## src/rtl/mem_access_ctrl.sv

```systemverilog
// Memory-stage access controller: runs loads/stores as req/ack bus transactions, stalls the
// pipeline until they finish, and registers the MEM/WB write-back fields.
module mem_access_ctrl #(
   parameter int TIMEOUT = 255
) (
   input  logic        clk,
   input  logic        reset,
   input  logic        MemRead_mem,
   input  logic        MemWrite_mem,
   input  logic [1:0]  MemtoReg_mem,
   input  logic        RegWrite_mem,
   input  logic [4:0]  RegWriteAddr_mem,
   input  logic [31:0] ALUResult_mem,
   input  logic [31:0] MemWriteData_mem,
   input  logic [31:0] PC_4_mem,
   input  logic [31:0] bus_rdata,
   input  logic        bus_ack,
   input  logic        bus_err,
   output logic        bus_req,
   output logic        bus_we,
   output logic [31:0] bus_addr,
   output logic [31:0] bus_wdata,
   output logic        stall,
   output logic        RegWrite_wb,
   output logic [4:0]  RegWriteAddr_wb,
   output logic [31:0] WriteData_wb,
   output logic        mem_fault
);

   localparam int CW = (TIMEOUT > 255) ? $clog2(TIMEOUT + 1) : 8;
   localparam logic [CW-1:0] TO_LAST = CW'(TIMEOUT - 1);

   typedef enum logic [1:0] {IDLE, WAIT, DONE} state_t;

   state_t        state;
   logic [CW-1:0] wait_cnt;
   logic [31:0]   rdata_q;
   logic          err_q;

   logic access;
   logic misaligned;

   assign access     = MemRead_mem | MemWrite_mem;
   assign misaligned = (ALUResult_mem[1:0] != 2'b00);

   // Stall is combinational so the access is held in EX/MEM from its very first cycle.
   always_comb begin
      stall = 1'b0;
      if (!reset)
         stall = ((state == IDLE) && access && !misaligned) || (state == WAIT);
   end

   function automatic logic [31:0] wb_sel(input logic [1:0]  sel,
                                          input logic [31:0] alu,
                                          input logic [31:0] mem,
                                          input logic [31:0] pc4);
      case (sel)
         2'b01:   return mem;
         2'b10:   return pc4;
         default: return alu;
      endcase
   endfunction

   always_ff @(posedge clk or posedge reset) begin
      if (reset) begin
         state           <= IDLE;
         wait_cnt        <= '0;
         rdata_q         <= '0;
         err_q           <= 1'b0;
         bus_req         <= 1'b0;
         bus_we          <= 1'b0;
         bus_addr        <= '0;
         bus_wdata       <= '0;
         RegWrite_wb     <= 1'b0;
         RegWriteAddr_wb <= '0;
         WriteData_wb    <= '0;
         mem_fault       <= 1'b0;
      end else begin
         mem_fault <= 1'b0;
         case (state)
            IDLE: begin
               if (access && !misaligned) begin
                  bus_addr        <= ALUResult_mem;
                  bus_wdata       <= MemWriteData_mem;
                  bus_we          <= MemWrite_mem;
                  bus_req         <= 1'b1;
                  wait_cnt        <= '0;
                  rdata_q         <= '0;
                  err_q           <= 1'b0;
                  RegWrite_wb     <= 1'b0;
                  RegWriteAddr_wb <= '0;
                  WriteData_wb    <= '0;
                  state           <= WAIT;
               end else if (access) begin
                  // Misaligned: no bus cycle, the instruction retires without a register write.
                  RegWrite_wb     <= 1'b0;
                  RegWriteAddr_wb <= RegWriteAddr_mem;
                  WriteData_wb    <= wb_sel(MemtoReg_mem, ALUResult_mem, 32'h0, PC_4_mem);
                  mem_fault       <= 1'b1;
               end else begin
                  RegWrite_wb     <= RegWrite_mem;
                  RegWriteAddr_wb <= RegWriteAddr_mem;
                  WriteData_wb    <= wb_sel(MemtoReg_mem, ALUResult_mem, 32'h0, PC_4_mem);
               end
            end
            WAIT: begin
               RegWrite_wb     <= 1'b0;
               RegWriteAddr_wb <= '0;
               WriteData_wb    <= '0;
               // err beats ack; ack beats a timeout landing in the same cycle
               if (bus_err) begin
                  bus_req <= 1'b0;
                  rdata_q <= '0;
                  err_q   <= 1'b1;
                  state   <= DONE;
               end else if (bus_ack) begin
                  bus_req <= 1'b0;
                  rdata_q <= bus_rdata;
                  err_q   <= 1'b0;
                  state   <= DONE;
               end else if (wait_cnt == TO_LAST) begin
                  bus_req  <= 1'b0;
                  rdata_q  <= '0;
                  err_q    <= 1'b1;
                  wait_cnt <= wait_cnt + CW'(1);
                  state    <= DONE;
               end else begin
                  wait_cnt <= wait_cnt + CW'(1);
               end
            end
            DONE: begin
               RegWrite_wb     <= RegWrite_mem & ~err_q;
               RegWriteAddr_wb <= RegWriteAddr_mem;
               WriteData_wb    <= wb_sel(MemtoReg_mem, ALUResult_mem, rdata_q, PC_4_mem);
               mem_fault       <= err_q;
               state           <= IDLE;
            end
            default: state <= IDLE;
         endcase
      end
   end

endmodule

```

## config.mk

```make
export PLATFORM = sky130hd
export DESIGN_NAME = mem_access_ctrl
export DESIGN_NICKNAME = d
export VERILOG_FILES = /design/src/rtl/mem_access_ctrl.sv
export SDC_FILE = /design/constraint.sdc
export NUM_CORES = 1
export LEC_CHECK = 0
export CAP_MARGIN = 0
export CORE_ASPECT_RATIO = 0.5
export CORE_UTILIZATION = 44
export CTS_CLUSTER_SIZE = 28
export DETAILED_ROUTE_END_ITERATION = 10
export DONT_BUFFER_PORTS = 1
export MAX_ROUTING_LAYER = met4
export PLACE_DENSITY_LB_ADDON = 0.05
export SLEW_MARGIN = 20
export SYNTH_ARGS = -nofsm -noshare
export SYNTH_HDL_FRONTEND = slang
export SYNTH_SLANG_ARGS = --single-unit
```

## constraint.sdc

```tcl
create_clock -name clk -period 12.9 [get_ports clk]
set_input_delay 2.58 -clock clk [delete_from_list [all_inputs] [get_ports clk]]
set_output_delay 2.58 -clock clk [all_outputs]
set_load 0.01 [all_outputs]
```

# Word-level counts from Yosys, hierarchy flattened

Cells that the tools add are included.

Flip-flop bits (word level): 148
Input bits: 142
Word-level logic and storage cells: 75

$add $sub $neg: 1
Equality and inequality tests: 9
Muxes and demuxes: 37
Bitwise operators: 3
Reductions and logical operators: 13

Operators with widths:

| operator              | number |
|---|---|
| $pmux W32 S2          | 3 |
| $mux W32              | 5 |
| $pmux W32 S3          | 1 |
| $mux W8               | 3 |
| $pmux W8 S2           | 1 |
| $pmux W5 S3           | 1 |
| $mux W1               | 13 |
| $add A8 B1 Y8 const B | 1 |
| $eq A8 B8 Y1 const B  | 1 |
| $mux W2               | 4 |
| $pmux W1 S2           | 3 |
| $mux W5               | 1 |
| $eq A2 B1 Y1 const B  | 2 |
| $eq A2 B2 Y1 const B  | 2 |
| $ne A2 B2 Y1 const B  | 2 |
| $ne A4 B3 Y1 const B  | 1 |
| $pmux W2 S2           | 1 |
| $reduce_and A2 Y1     | 2 |
| $reduce_and A4 Y1     | 1 |
| $reduce_bool A2 Y1    | 2 |
| $logic_and A1 B1 Y1   | 3 |
| $pmux W1 S3           | 1 |
| $reduce_and A3 Y1     | 1 |
| $reduce_bool A3 Y1    | 1 |
| 7 further kinds       | 7 |

# Logic depth before layout (Yosys ltp)

Depth after elaboration: 5
Gate-level depth with buffers: 8
Gate-level depth less buffers: 6

# Worst setup path after synthesis

No wires, ideal clock.

Kind: input to output
Start: input port MemWrite_mem
End: output port stall
Arrival time: 3507 ps
Slack: 6813 ps
Stages on the path: 6
Path through: o21ai_1 -> nor3_2 -> buf_2 -> buf_2 -> nor2_1 -> nor2_1

Cells in the longest elaborated chain, start to end: 5

Ends and longest elaborated chain:

| item                             | RTL line | text |
|---|---|---|
| from (decl)                      | 9        | `input logic MemWrite_mem,` |
| $or A1 B1 Y1                     | 43       | `assign access = MemRead_mem \| MemWrite_mem;` |
| $logic_and A1 B1 Y1 (2 in a row) | 50       | `stall = ((state == IDLE) && access && !misaligned) \|\| (state == WAIT);` |
| $logic_or A1 B1 Y1               | 50       |  |
| $mux W1                          | 49       | `if (!reset)` |
| to (decl)                        | 23       | `output logic stall,` |

No other way between the ends.

# Final worst setup path

Ends and elaborated chain as after synthesis.

==> reports/qor.yml <==
synth_most_common_cell: "dfrtp_1"
yosysTopAreaCell: "dfrtp_1"
die_h_um: 86.49
cts-htree-levels: 4
rows: 30
antenna_found_initial: 0
ys_async_sr_fraction: 1.000
cp_cell_sequence: "o21ai_1 > nor3_4 > nor2_1 > nor2_1"
netlist_top_cells_area: "dfrtp_1 (59%), mux2_2 (11%), a22o_1 (10%)"
min_path_type: "reg -> reg"
path_class: "in -> out"
fin_ws_ns: 7.082
viasPerCell: 5.935
ios: 248
fin_skew_ns: 0.01357
synth_edf_count: 0
hold_viol: 0
cp.required_ns: 10.32
cp_data_arrival_time_ns: 3.24
fp.dieW_um: 171.0
critPathSlowestCell: "o21ai_1"
worst_pin_slew_ns: 0.9687
final.fill_count: 1206
rsz0062_at_grt: "no"
die_area_mm2: 0.01479
path_max_fanout: 4
clock_sinks: 148
vias: 4119
cts_tree: "yes"
diodes: 0
worstSetupStartpointType: "input pin"
whs_ns: 0.5018
synthDistinctLibCells: 37
ant_nets: 0
finalNonFillerCells: 694
status: "completed"
seq_area_frac_synth: 0.5895
grt_usage: 0.2318
yosysWarnings: 0
initial_utilization: 0.4573
maxSlewViolCount: 0
drc_errors: 0
ir_drop_mv: 0.1094
crit_path_frequent_cell: "nor2_1"
tns_ns: 0
drt-wirelength-per-cell_um: 23.56
ctsHoldBuffers: 0
numCtsBuffers: 17
core_area_mm2: 0.01374
regToRegSetupSlack_ns: 10.36
setup_viol: 0
final_util: 0.5152
totalPowerFinal_mw: 1.741
timing.final.crit_share: 0.4510
grt_pass1_wl_um: 24760
synthCells: 500
grt_overflow: 0
cts_root_buffer: "clkbuf_16"
fin_area_mm2: 0.007078
leakage_nw: 3.074
routed_wl_um: 16350
setup.worst_path.end_class: "output pin"
synthFlopType: "dfrtp_1"
firstDrtPassIters: 4
slew_headroom: 0.3542
min_period_ns: 5.818
avgSynthCellArea_um2: 12.56
final_layout_size_suffix_gt1_frac: 0.2131
dp_hpwl_um: 11050
ys_seq_elements: 148
cpPeakStageDelay_ns: 0.28
clkTransAtPathRegs_ns: 0.06
powerDensity_mw_per_mm2: 246.0
dp_cells: 663
pre_cts_slack_ns: 7.096
post_cts_resized: 0
initialDrtViolationCount: 240
cap_violations: 0
routabilityCongestion: 0.8139
grt_max_degree: 82
grt_pass1_vias: 4271
cts_setup_buffers: 0
synth_top_area_frac: 0.5895
clk_latency_ns: 0.41
area_delta_synth_final_pct: 12.67
syn-num-nets: 650
numPortBuffers: 0
cts_buffer_depth: 2
postPlaceCellArea_mm2: 0.006474
synth_common_cells: "dfrtp_1 (148), a22o_1 (72), mux2_2 (63)"
final_nets: 640
fmax_ghz: 0.1719
syn_area_mm2: 0.006282
-- kinds of logic (layout without fill, tap and decap cells) --
| kind of cell | Yosys count | in the layout | share of synthesized area |
|---|---|---|---|
| buf+inv | 46 | 48 | 0.03047 |
| fa+ha+maj | 8 | 8 | 0.01593 |
| flops | 148 | 148 | 0.5895 |
| simple gates | 66 | 66 | 0.04919 |
| compound gates | 166 | 166 | 0.1972 |
| mux | 66 | 66 | 0.1177 |
-- routing by layer --
metal  share of wire  up-vias  track usage  wire [um]
met1            0.42     2127       0.2829       6887
met3           0.082        5      0.07808       1339
met5               0        -            -          0
li1                -     1841            -          -
met2            0.49      146       0.3732       8038
met4          0.0052        0      0.05519         85
-- cell usage in the layout, fill, tap and decap left out, types with 2 or more instances in the layout --
master        n
o21ai_0      40
ha_1          6
buf_4         6
inv_6         5
mux2_2       63
a21boi_0      2
nand2b_1      3
a21oi_1       3
mux2i_1       3
clkinvlp_4    4
nand3_1       3
o31ai_1       4
or4_1         3
o211ai_1      2
a22oi_1      32
clkbuf_16    17
inv_1         9
nor4_1        2
o41ai_1       2
nand4_1       2
nor2b_1       2
nor2_1        5
nand2_1      41
bufinv_16     3
dfrtp_1     148
ha_2          2
a22o_1       72
-- registers in the layout (all words and copies together) (netlist names) --
name and count:
WriteData_wb 32, bus_addr 32, bus_wdata 32, rdata_q 32, wait_cnt 8, RegWriteAddr_wb 5
state 2, RegWrite_wb 1, bus_req 1, bus_we 1, err_q 1, mem_fault 1
-- critical path, delay by kind of cell --
family | cells | cell delay (ns)
compound gates | 1 | 0.28
simple gates | 3 | 0.38
-- cell type report --
cell class	instances	area [um2]	share of cell area
Sequential cell	148	3704	0.5232
Multi-Input combinational cell	306	2415	0.3412
Clock buffer	18	429.2	0.06063
Clock inverter	13	175.2	0.02475
Tap cell	192	240.2	0.03394
Inverter	10	42.54	0.006010
Timing Repair Buffer	7	72.57	0.01025
-- report_power, final --
part           total [mW]  switching (mW)  internal, mW
logic               0.399           0.219         0.181
clock network       0.511           0.204         0.308
registers           0.831           0.197         0.633
total                1.74           0.620          1.12
-- worst paths after layout --
kind | startpoint | end | cells after the start
hold reg to reg | rdata_q[19]$_DFFE_PP0P_ | rdata_q[19]$_DFFE_PP0P_ | 1
hold / removal | rdata_q[19]$_DFFE_PP0P_ | rdata_q[19]$_DFFE_PP0P_ | 1
min in group asynchronous | reset | bus_addr[0]$_DFFE_PP0P_ | 1
setup / recovery | MemWrite_mem | stall | 4
max in group asynchronous | reset | rdata_q[0]$_DFFE_PP0P_ | 2
setup reg to reg | state[1]$_DFFE_PP0P_ | rdata_q[22]$_DFFE_PP0P_ | 6
(Power assumes the default switching activity.)
